File: src/rtl/constants.svh
// Project-wide audio constants shared by the audio pipeline blocks.
`ifndef CONSTANTS_SVH
`define CONSTANTS_SVH

`define SAMPLE_RATE    48000
`define I2S_SLOT_BITS  32
`define I2S_FRAME_BITS 64

`endif

File: src/rtl/i2s_transmitter_pkg.sv
// Shared frame geometry and slot packing for the I2S transmitter.
`include "constants.svh"

package i2s_transmitter_pkg;

   localparam int unsigned SLOT_BITS  = `I2S_SLOT_BITS;
   localparam int unsigned FRAME_BITS = `I2S_FRAME_BITS;
   localparam int unsigned BIT_CNT_W  = $clog2(FRAME_BITS);
   localparam logic [BIT_CNT_W-1:0] BIT_CNT_LAST = BIT_CNT_W'(FRAME_BITS - 1);

   // Each 32-bit slot: one leading zero (Philips one-BCLK delay), the sample
   // MSB first, then zero padding. Inputs arrive zero-extended to 31 bits.
   function automatic logic [FRAME_BITS-1:0] pack_frame(input logic [SLOT_BITS-2:0] left,
                                                        input logic [SLOT_BITS-2:0] right,
                                                        input int unsigned width);
      logic [FRAME_BITS-1:0] l_ext;
      logic [FRAME_BITS-1:0] r_ext;
      l_ext = FRAME_BITS'(left);
      r_ext = FRAME_BITS'(right);
      return (l_ext << (FRAME_BITS - 1 - width)) | (r_ext << (SLOT_BITS - 1 - width));
   endfunction

endpackage

File: src/rtl/i2s_bclk_gen.sv
// Bit-clock divider: toggles bclk every DIV system clocks and flags the
// cycle in which the bclk register goes high-to-low.
module i2s_bclk_gen #(
   parameter int unsigned DIV = 2
) (
   input  logic i_clk,
   input  logic i_rstn,
   input  logic i_enable,
   output logic o_bclk,
   output logic o_fall
);

   localparam int unsigned CNT_W = (DIV > 1) ? $clog2(DIV) : 1;
   localparam logic [CNT_W-1:0] CNT_LAST = CNT_W'(DIV - 1);

   logic [CNT_W-1:0] r_div_cnt;
   logic             r_bclk;
   logic             w_wrap;

   assign w_wrap = i_enable && (r_div_cnt == CNT_LAST);
   assign o_fall = w_wrap && r_bclk;
   assign o_bclk = r_bclk;

   // Divider counter and bclk toggle; disable parks both at zero.
   always_ff @(posedge i_clk or negedge i_rstn) begin
      if (!i_rstn) begin
         r_div_cnt <= '0;
         r_bclk    <= 1'b0;
      end else if (!i_enable) begin
         r_div_cnt <= '0;
         r_bclk    <= 1'b0;
      end else if (w_wrap) begin
         r_div_cnt <= '0;
         r_bclk    <= ~r_bclk;
      end else begin
         r_div_cnt <= r_div_cnt + 1'b1;
      end
   end

endmodule

File: src/rtl/i2s_transmitter.sv
// I2S Philips-format stereo serialiser with a one-deep sample holding
// register and a per-frame sample strobe for upstream stages.
`include "constants.svh"

module i2s_transmitter
   import i2s_transmitter_pkg::*;
#(
   parameter int unsigned WIDTH       = 24,
   parameter int unsigned CLK_FRQ     = 12_288_000,
   parameter int unsigned SAMPLE_RATE = `SAMPLE_RATE
) (
   input  logic                    clk,
   input  logic                    rstn,
   input  logic                    enable,
   input  logic                    in_valid,
   output logic                    in_ready,
   input  logic signed [WIDTH-1:0] in_left,
   input  logic signed [WIDTH-1:0] in_right,
   output logic                    bclk,
   output logic                    lrclk,
   output logic                    sdata,
   output logic                    sample_tick,
   output logic                    underrun
);

   localparam int unsigned DIV = CLK_FRQ / (2 * FRAME_BITS * SAMPLE_RATE);

   if (DIV < 1 || DIV * 2 * FRAME_BITS * SAMPLE_RATE != CLK_FRQ) begin : g_bad_div
      $error("i2s_transmitter: CLK_FRQ must be an exact multiple (>=1) of 128*SAMPLE_RATE");
   end
   if (WIDTH < 1 || WIDTH > SLOT_BITS - 1) begin : g_bad_width
      $error("i2s_transmitter: WIDTH must be in 1..31");
   end

   logic                  w_fall;
   logic                  w_bclk;
   logic                  w_load;
   logic                  w_accept;
   logic                  w_full_d;
   logic [BIT_CNT_W-1:0]  w_next_cnt;
   logic [WIDTH-1:0]      w_src_l;
   logic [WIDTH-1:0]      w_src_r;
   logic [FRAME_BITS-1:0] w_frame;

   logic                  r_full;
   logic                  r_in_ready;
   logic [WIDTH-1:0]      r_hold_l;
   logic [WIDTH-1:0]      r_hold_r;
   logic [BIT_CNT_W-1:0]  r_bit_cnt;
   logic [FRAME_BITS-1:0] r_shift;
   logic                  r_lrclk;
   logic                  r_sdata;
   logic                  r_tick;
   logic                  r_underrun;

   i2s_bclk_gen #(
      .DIV (DIV)
   ) u_bclk_gen (
      .i_clk    (clk),
      .i_rstn   (rstn),
      .i_enable (enable),
      .o_bclk   (w_bclk),
      .o_fall   (w_fall)
   );

   assign w_load     = w_fall && (r_bit_cnt == BIT_CNT_LAST);
   assign w_accept   = in_valid && r_in_ready;
   assign w_next_cnt = r_bit_cnt + 1'b1;

   // An empty holding register at load time sends silence rather than stale data.
   assign w_src_l = r_full ? r_hold_l : '0;
   assign w_src_r = r_full ? r_hold_r : '0;
   assign w_frame = pack_frame((SLOT_BITS - 1)'(w_src_l), (SLOT_BITS - 1)'(w_src_r), WIDTH);

   // Holding occupancy: a load drains it, an accept fills it (no bypass).
   always_comb begin
      w_full_d = r_full;
      if (w_load && r_full) w_full_d = 1'b0;
      if (w_accept)         w_full_d = 1'b1;
   end

   // Holding register and registered ready.
   always_ff @(posedge clk or negedge rstn) begin
      if (!rstn) begin
         r_full     <= 1'b0;
         r_in_ready <= 1'b0;
         r_hold_l   <= '0;
         r_hold_r   <= '0;
      end else begin
         r_full     <= w_full_d;
         r_in_ready <= ~w_full_d;
         if (w_accept) begin
            r_hold_l <= in_left;
            r_hold_r <= in_right;
         end
      end
   end

   // Serialiser: all outputs update on the bclk falling-edge cycle.
   always_ff @(posedge clk or negedge rstn) begin
      if (!rstn) begin
         r_bit_cnt  <= BIT_CNT_LAST;
         r_shift    <= '0;
         r_lrclk    <= 1'b0;
         r_sdata    <= 1'b0;
         r_tick     <= 1'b0;
         r_underrun <= 1'b0;
      end else if (!enable) begin
         r_bit_cnt  <= BIT_CNT_LAST;
         r_shift    <= '0;
         r_lrclk    <= 1'b0;
         r_sdata    <= 1'b0;
         r_tick     <= 1'b0;
         r_underrun <= 1'b0;
      end else begin
         r_tick     <= w_load;
         r_underrun <= w_load && !r_full;
         if (w_fall) begin
            r_bit_cnt <= w_next_cnt;
            r_lrclk   <= w_next_cnt[BIT_CNT_W-1];
            if (w_load) begin
               r_shift <= w_frame;
               r_sdata <= w_frame[FRAME_BITS-1];
            end else begin
               r_shift <= r_shift << 1;
               r_sdata <= r_shift[FRAME_BITS-2];
            end
         end
      end
   end

   assign in_ready    = r_in_ready;
   assign bclk        = w_bclk;
   assign lrclk       = r_lrclk;
   assign sdata       = r_sdata;
   assign sample_tick = r_tick;
   assign underrun    = r_underrun;

endmodule
File: config.mk
export PLATFORM = sky130hd
export DESIGN_NAME = i2s_transmitter
export DESIGN_NICKNAME = d
export VERILOG_FILES = /design/src/rtl/i2s_transmitter_pkg.sv /design/src/rtl/i2s_bclk_gen.sv /design/src/rtl/i2s_transmitter.sv
export VERILOG_INCLUDE_DIRS = /design/src /design/src/rtl
export SDC_FILE = /design/constraint.sdc
export NUM_CORES = 1
export LEC_CHECK = 0
export ABC_AREA = 1
export BUFFER_PORTS_ARGS = -buffer_cell sky130_fd_sc_hd__buf_2
export CAP_MARGIN = 0
export CORE_MARGIN = 5
export CORE_UTILIZATION = 40
export DETAILED_ROUTE_END_ITERATION = 12
export SYNTH_ARGS = -nofsm -noshare
export SYNTH_HDL_FRONTEND = slang
export SYNTH_SLANG_ARGS = --single-unit
File: constraint.sdc
create_clock -name clk -period 1.85 [get_ports clk]
set_input_delay 0.185 -clock clk [delete_from_list [all_inputs] [get_ports clk]]
set_output_delay 0.185 -clock clk [all_outputs]
set_load 0.01 [all_outputs]
==> results of run 1 <==
==> report_power, final <==
part           switching (mW)  total, mW  leakage, nW  internal (mW)
registers               0.372       3.58         1.51           3.21
logic                   0.911       1.87         1.77          0.958
clock network            1.15       3.42        0.294           2.27
total                    2.43       8.87         3.58           6.44
==> path summary, 6_finish.rpt <==
path / end / slack (ns) / depth (start not counted)
min reg2reg: r_shift[37] / 0.48 / 2
min in group asynchronous: r_hold_r[19] / 0.30 / 2
max: r_full / 0.17 / 7
max in group asynchronous: r_hold_r[17] / 0.95 / 3
max reg2reg: r_full / 0.17 / 7
min: r_hold_r[19] / 0.01 / 2
==> stage by stage <==
step	cell area, sq um	instances	TNS (ns)	util (%)
final	6850	852	0	51.7
after global placement	5830	781	-0.0582	44.0
after CTS	6840	852	0	51.6
after floorplan	5410	571	0	-
after detailed placement	5830	781	-0.180	44.0
after global routing	6850	852	0	51.7
==> registers in the layout, summed over array words and instances (netlist names), 6 cells and up <==
signal and flops:
r_bit_cnt 6, r_hold_l 24, r_hold_r 24, r_shift 56
==> what timing repair did <==
item                                   in CTS  in global routing
endpoints found under the hold margin      64                  0
hold buffers                               38                  0
pin swaps                                   1                  0
setup endpoints to repair                   4                 32
gates resized for setup                     0                  2
gates cloned                                1                  0
==> layer usage <==
metal	wire (um)	up-vias	share of wire (%)
li1	-	2055	-
met1	5170	2058	46
met3	356	9	3.2
met5	0	-	0
met4	141	0	1.3
met2	5590	57	50
==> worst max-delay path, stage by stage (launching register included) <==
cell and delay [ns]:
dfstp_2 0.55, ha_1 0.18, nand3_1 0.17, nor2_4 0.15
buf_12 0.23, nand2_2 0.12, nand2_1 0.07, nand2_1 0.07
==> cells in the final DEF, fill, tap and decap left out, drive strengths merged <==
cell type,n
inv,55
dlygate4sd3,38
buf,74
nor2,9
mux2,48
dfstp,6
clkinvlp,5
bufinv,4
clkinv,5
clkbuf,18
nand2,134
o21bai,1
nand3,159
a21oi,1
dfrtp,112
nand3b,2
ha,1
o21ai,4
==> logic make-up (layout without fill, tap and decap cells) <==
| group | count (synthesis) | after routing | share of synthesized area (%) |
|---|---|---|---|
| buf+inv | 95 | 199 | 9.12 |
| fa+ha+maj | 1 | 1 | 0.231 |
| mux | 48 | 48 | 10.0 |
| flops | 118 | 118 | 54.8 |
| simple gates | 303 | 304 | 25.3 |
| compound gates | 6 | 6 | 0.602 |
==> area by class of cell <==
type	count	area, sq um	share of cell area, %
clock buffer	18	439	6.42
clock inverter	14	183	2.67
inverter	55	206	3.02
multi-input combinational	359	1970	28.8
sequential	118	2960	43.3
tap	176	220	3.22
timing repair buffer	112	862	12.6
==> flow_metrics.env, run 1 <==
export IMPL_num_rows=42
export IMPL_post_synth_top_area_cell="dfrtp_1"
export IMPL_dieArea_sq_mm=0.0159
export IMPL_maxSlewViolCount=0
export IMPL_ios=58
export IMPL_synth_seq_area_share_pct=54.8
export IMPL_fmax_mhz=596
export IMPL_cts_tree="built"
export IMPL_start_kind="flip-flop"
export IMPL_slew_headroom_pct=52.5
export IMPL_nNetsFinal=716
export IMPL_synth_cells=571
export IMPL_hpwl_um=6560
export IMPL_period_share_pct=90.7
export IMPL_arrival_ns=1.96
export IMPL_status="finished clean"
export IMPL_worstMarginPinSlew_ns=0.710
export IMPL_busiest_layer="met2"
export IMPL_postCtsSetupBuffers=0
export IMPL_yosysTopAreaCellShare_pct=51.9
export IMPL_wirelength_um=11300
export IMPL_use_met1_pct=19.2
export IMPL_p_leak_nw=3.58
export IMPL_cap_violations=0
export IMPL_required_ns=2.14
export IMPL_min_path_type="in -> reg"
export IMPL_min_period_ns=1.68
export IMPL_reg2reg_from="r_bit_cnt[1]"
export IMPL_grt_use_total_pct=15.2
export IMPL_die_h_um=126
export IMPL_cellPowerDensity_mw_per_mm2=1300
export IMPL_antenna_found_initial=0
export IMPL_hold_viol=0
export IMPL_synth_seq_cells=118
export IMPL_dieWidth_um=126
export IMPL_syn2layout_area_growth_pct=26.6
export IMPL_clk_pin_slew_ns=0.06
export IMPL_synth_area_leaders="dfrtp_1, nand3_1, mux2_2"
export IMPL_critPathMaxFanout=48
export IMPL_finalClockSkew_ns=0.0130
export IMPL_dr_pass1_iters=4
export IMPL_gp_congestion=0.710
export IMPL_grt_met3_usage_pct=3.90
export IMPL_total_power_mw=8.87
export IMPL_cts_root_buf="clkbuf_16"
export IMPL_pre_cts_ws_ns=-0.0594
export IMPL_async_reset_ff_share_pct=100
export IMPL_use_met2_pct=24.6
export IMPL_worst_ir_drop_vdd_mv=0.852
export IMPL_cts_sinks=118
export IMPL_clk_latency_ns=0.41
export IMPL_syn_area_per_cell_sq_um=9.47
export IMPL_setup_viol=0
export IMPL_numCtsBuffers=17
export IMPL_grt_pass1_wl_um=19700
export IMPL_routedWlPerCell_um=13.2
export IMPL_worstSetupStartpoint="r_bit_cnt[1]"
export IMPL_start_util_pct=40.8
export IMPL_core_sq_mm=0.0132
export IMPL_drtIter0Drc=237
export IMPL_postRouteAntennaNets=0
export IMPL_overflow=0
export IMPL_io_buffers=57
export IMPL_whs_ns=0.0119
export IMPL_layout_setup_ws_ns=0.173
export IMPL_rsz0062_at_grt="false"
export IMPL_yosysWarningCount=0
export IMPL_synth_edf_count=0
export IMPL_viasPerCell=4.90
export IMPL_crit_path_end_kind="flip-flop"
export IMPL_ys_types=20
export IMPL_clock_path_buffers=2
export IMPL_synthFlopType="dfrtp_1"
export IMPL_synth_top_cells_by_count="nand3_1, nand2_1, dfrtp_1"
export IMPL_syn_area_sq_mm=0.00541
export IMPL_syn_nets=624
export IMPL_cts_htree_levels=4
export IMPL_drc=0
export IMPL_num_fill_cells=1212
export IMPL_synth_most_common_cell="nand3_1"
export IMPL_vias=4179
export IMPL_drive_gt1_share_pct=25.0
export IMPL_grt_pass1_vias=4253
export IMPL_min_delay_start="in_right[19]"
export IMPL_diodes=0
export IMPL_grt_max_degree=70
export IMPL_worstSetupPathType="reg -> reg"
Note: power is estimated with default switching activity, not from simulation.
==> run 2, diff against run 1 <==
clock period = 1.7 ns   (was 1.85 ns; I/O delays follow)
==> run 2 against run 1 <==
  * Clock power rose by 4%
  * Combinational power up 11%
  * Worst setup slack lost 0.030 ns
  * Cell count grew 0.47%
  * Via count is 0.91% higher
  * Utilization rose by 0.57 points
  * Worst hold slack gained 0.021 ns
  * Die area is the same
  * Critical endpoint unchanged
==> flow_metrics.env, run 2 (same netlist as run 1, synthesis figures left out) <==
export IMPL_clk_latency_ns=0.41
export IMPL_grt_pass1_vias=4372
export IMPL_arrival_ns=1.84
export IMPL_period_share_pct=91.6
export IMPL_nNetsFinal=720
export IMPL_routedWlPerCell_um=13.1
export IMPL_clock_path_buffers=2
export IMPL_overflow=0
export IMPL_final_cell_mix="nand3_1, nand2_1, dfrtp_1, buf_2, inv_1"
export IMPL_grt_use_total_pct=15.2
export IMPL_cts_sinks=118
export IMPL_min_period_ns=1.56
export IMPL_p_leak_nw=3.62
export IMPL_final_common_cell="nand3_1"
export IMPL_postCtsSetupBuffers=0
export IMPL_cts_root_buf="clkbuf_16"
export IMPL_maxSlewViolCount=0
export IMPL_setup_viol=0
export IMPL_status="finished clean"
export IMPL_dieWidth_um=126
export IMPL_worstSetupPathType="reg -> reg"
export IMPL_wirelength_um=11200
export IMPL_whs_ns=0.0326
export IMPL_post_place_cells=776
export IMPL_slew_headroom_pct=65.7
export IMPL_drtIter0Drc=267
export IMPL_largest_register="r_shift"
export IMPL_worstMarginPinSlew_ns=0.514
export IMPL_vias=4217
export IMPL_total_power_mw=9.52
export IMPL_rsz0062_at_grt="true"
export IMPL_utilization_pct=52.3
export IMPL_start_util_pct=40.8
export IMPL_stdcell_count=856
export IMPL_core_sq_mm=0.0132
export IMPL_start_kind="flip-flop"
export IMPL_grt_pass1_wl_um=19700
export IMPL_min_path_type="in -> reg"
export IMPL_diodes=0
export IMPL_num_rows=42
export IMPL_ios=58
export IMPL_dieArea_sq_mm=0.0159
export IMPL_drc=0
export IMPL_cellPowerDensity_mw_per_mm2=1380
export IMPL_clk_pin_slew_ns=0.05
export IMPL_layout_setup_ws_ns=0.143
export IMPL_syn2layout_area_growth_pct=28.0
export IMPL_die_h_um=126
export IMPL_finalClockSkew_ns=0.00980
export IMPL_postRouteAntennaNets=0
export IMPL_io_buffers=57
export IMPL_worst_ir_drop_vdd_mv=0.821
export IMPL_cts_tree="built"
export IMPL_grt_max_degree=71
export IMPL_pre_cts_ws_ns=0.111
export IMPL_dr_pass1_iters=4
export IMPL_cts_htree_levels=4
export IMPL_gp_congestion=0.714
export IMPL_drive_gt1_share_pct=24.1
export IMPL_crit_path_end_kind="flip-flop"
export IMPL_required_ns=1.98
export IMPL_fmax_mhz=642
export IMPL_hpwl_um=6770
export IMPL_antenna_found_initial=0
export IMPL_viasPerCell=4.93
export IMPL_hold_viol=0
export IMPL_largest_reg_flops=56
export IMPL_top_regs="r_shift x56, r_hold_l x24, r_hold_r x24"
export IMPL_numCtsBuffers=17
export IMPL_critPathMaxFanout=28
export IMPL_cap_violations=0
==> run 2: cell count changes in the layout (fill, tap and decap cells not counted) <==
cell,before,now
dlygate4sd3_1,38,48
buf_4,12,4
clkinvlp_4,5,0
buf_12,5,9
clkbuf_8,1,5
clkinv_2,5,8
bufinv_16,4,2
buf_6,1,0
nand3_1,159,158
nand3_2,0,1
nor2_4,4,3
==> run 2: worst paths after layout <==
kind                                   start            to  slack [ns]  cells after the start
worst max-delay path            r_bit_cnt[0]        r_full        0.14                      7
worst min-delay path            in_right[20]  r_hold_r[20]        0.03                      2
worst max register to register  r_bit_cnt[0]        r_full        0.14                      7
worst min register to register   r_shift[35]   r_shift[35]        0.48                      2
max in group asynchronous               rstn        r_full        0.78                      3
min in group asynchronous               rstn  r_hold_r[18]        0.24                      2
==> run 2: repair_timing <==
| item | CTS | global route |
|---|---|---|
| endpoints found under the hold margin | 72 | 0 |
| setup endpoints to repair | 0 | 19 |
| hold buffers | 48 | 0 |
| resized for setup | 0 | 1 |
==> run 2: critical path: stages, from the launching register on <==
cell	delay, ns
dfstp_2	0.56
ha_1	0.19
nand3_2	0.12
nor2_4	0.13
buf_12	0.19
nand2_2	0.10
nand2_1	0.07
nand2_1	0.07
==> run 2: stage by stage <==
stage / TNS (ns) / cell area (sq um)
2_1_floorplan: 0 / 5410
3_3_place_gp: 0 / 5840
3_5_place_dp: 0 / 5840
4_1_cts: 0 / 6920
5_1_grt: -0.00974 / 6920
6_report: 0 / 6920
==> run 2: final cells by class <==
class | instances | area, sq um
tap | 176 | 220
sequential | 118 | 2960
clock buffer | 22 | 494
clock inverter | 10 | 100
multi-input combinational | 358 | 1970
fill | 1238 | 6320
timing repair buffer | 117 | 971
inverter | 55 | 206
==> run 2: per-layer routing <==
metal | global-route usage (%) | up-vias | wire length, um
met5 | 0 | - | 0
met4 | 6.56 | 0 | 177
met3 | 3.60 | 15 | 320
met2 | 25.2 | 62 | 5690
met1 | 19.0 | 2085 | 5030
li1 | - | 2055 | -
==> run 2: where the power goes <==
group          internal, mW  switching, mW
registers              3.49          0.408
clock network          2.33           1.22
logic                  1.07           1.01
total                  6.88           2.63
==> run 3, diff against run 2 <==
clock period = 1.67 ns   (was 1.7 ns; I/O delays follow)
==> run 3 against run 2 <==
  * Largest cell class unchanged
  * Highest routed layer unchanged
  * Critical path type unchanged
  * Routed wire length increased by 3.5%
  * Cell count increased by 0.58%
  * Critical endpoint is now r_shift[23]
  * Count of clock-buffer cells in the layout decreased by 3
==> flow_metrics.env, run 3 (same netlist as run 1, synthesis figures left out) <==
export IMPL_finalClockSkew_ns=0.0137
export IMPL_cellPowerDensity_mw_per_mm2=1450
export IMPL_worstSetupPathType="reg -> reg"
export IMPL_min_period_ns=1.61
export IMPL_critPathMaxFanout=14
export IMPL_status="finished clean"
export IMPL_start_util_pct=40.8
export IMPL_cts_htree_levels=4
export IMPL_routedWlPerCell_um=13.5
export IMPL_syn2layout_area_growth_pct=31.5
export IMPL_top_regs="r_shift x56, r_hold_l x24, r_hold_r x24"
export IMPL_dr_pass1_iters=5
export IMPL_finalInstanceArea_sq_mm=0.00711
export IMPL_worst_ir_drop_vdd_mv=0.851
export IMPL_cap_violations=0
export IMPL_postRouteAntennaNets=0
export IMPL_antenna_found_initial=0
export IMPL_place_area_sq_mm=0.00585
export IMPL_required_ns=2.02
export IMPL_grt_use_total_pct=15.1
export IMPL_dieArea_sq_mm=0.0159
export IMPL_drtIter0Drc=299
export IMPL_dieWidth_um=126
export IMPL_drc=0
export IMPL_fmax_mhz=620
export IMPL_drive_gt1_share_pct=24.7
export IMPL_largest_reg_flops=56
export IMPL_p_leak_nw=3.68
export IMPL_final_common_cell="nand3_1"
export IMPL_viasPerCell=4.89
export IMPL_numCtsBuffers=17
export IMPL_nNetsFinal=725
export IMPL_layout_setup_ws_ns=0.0583
export IMPL_cts_root_buf="clkbuf_16"
export IMPL_period_share_pct=96.5
export IMPL_start_kind="flip-flop"
export IMPL_cts_tree="built"
export IMPL_die_h_um=126
export IMPL_crit_path_end_kind="flip-flop"
export IMPL_io_buffers=57
export IMPL_intPower_mw=7.55
export IMPL_clock_path_buffers=2
export IMPL_arrival_ns=1.96
export IMPL_clk_pin_slew_ns=0.05
export IMPL_grt_pass1_wl_um=19800
export IMPL_seq_power_share_pct=38.4
export IMPL_p_clk_share_pct=39.9
export IMPL_reg2reg_slack_ns=0.06
export IMPL_multiInputGateArea_sq_mm=0.00197
export IMPL_ios=58
export IMPL_overflow=0
export IMPL_largest_register="r_shift"
export IMPL_slew_headroom_pct=65.3
export IMPL_num_rows=42
export IMPL_combPwrFrac_pct=21.6
export IMPL_core_sq_mm=0.0132
export IMPL_diodes=0
export IMPL_vias=4209
export IMPL_num_fill_cells=1171
export IMPL_final_cell_mix="nand3_1, nand2_1, dfrtp_1, buf_2, inv_1"
export IMPL_seqCellArea_sq_mm=0.00296
export IMPL_gp_congestion=0.744
export IMPL_pre_cts_ws_ns=0.0818
export IMPL_hpwl_um=6890
export IMPL_setup_viol=0
export IMPL_p_switching_mw=2.78
export IMPL_min_path_type="in -> reg"
export IMPL_sw_frac_of_total_pct=26.9
export IMPL_clk_latency_ns=0.42
export IMPL_maxSlewViolCount=0
export IMPL_wirelength_um=11600
export IMPL_hold_viol=0
export IMPL_grt_max_degree=71
export IMPL_cts_sinks=118
export IMPL_grt_pass1_vias=4320
export IMPL_worstMarginPinSlew_ns=0.519
-- run 3: cell types whose count changed in the layout (fill, tap and decap cells not counted), sizes merged --
cell | before | now
clkinvlp | 0 | 5
clkinv | 8 | 2
buf | 69 | 73
bufinv | 2 | 6
clkbuf | 22 | 20
-- run 3: critical path, cell delays in order (launching register included) --
cell and delay, ns:
dfstp_2 0.55, ha_2 0.20, nand3_2 0.11, nor2_4 0.18, buf_4 0.16, clkbuf_16 0.16
nand3_1 0.08, nand3_1 0.09
-- run 3: per-layer routing --
layer  up-vias  global-route usage, %  part of all wire [%]
met5         -                      0                     0
met4         0                   6.18                  0.93
met3        10                   3.64                   3.4
met2        70                   24.7                    51
met1      2063                   19.3                    45
li1       2066                      -                     -
-- run 3: power by group through the flow --
stage	combinational (mW)	sequential [mW]	clock [mW]
finish	2.23	3.97	4.12
global route	2.54	4.05	4.34
CTS	2.21	3.97	4.20
detailed placement	2.10	4.02	0
global placement	2.04	3.99	0
floorplan	1.63	3.84	0
-- run 3: area by class of cell --
class / instances / share of cell area (%)
Inverter: 55 / 2.90
Clock inverter: 13 / 3.20
Timing Repair Buffer: 122 / 15.2
Multi-Input combinational cell: 358 / 27.7
Tap cell: 176 / 3.10
Sequential cell: 118 / 41.7
Clock buffer: 19 / 6.23
-- run 3: worst paths after layout --
path                                   start           endpoint  cells after the start
min in group asynchronous               rstn  u_bclk_gen.o_bclk                      2
worst min-delay path            in_right[15]       r_hold_r[15]                      2
worst max-delay path            r_bit_cnt[0]        r_shift[23]                      7
worst max register to register  r_bit_cnt[0]        r_shift[23]                      7
max in group asynchronous               rstn             r_full                      3
worst min register to register   r_shift[36]        r_shift[36]                      2
-- run 3: through the flow --
step | hold WS, ns | power, mW | cells | TNS, ns | util [%]
5_1_grt | 0.0200 | 10.9 | 861 | -0.0814 | 53.7
2_1_floorplan | -0.129 | 5.46 | 571 | 0 | -
6_report | 0.00939 | 10.3 | 861 | 0 | 53.7
4_1_cts | 0.00503 | 10.4 | 856 | 0 | 52.9
3_3_place_gp | -0.0143 | 6.03 | 776 | 0 | 44.2
3_5_place_dp | -0.0171 | 6.12 | 776 | 0 | 44.2
-- run 3: what timing repair did --
item                       4_1_cts  5_1_grt
resized for setup                0        4
setup buffers                    0        4
hold buffers                    48        0
setup endpoints to repair        0       47
hold endpoints to repair       159        0
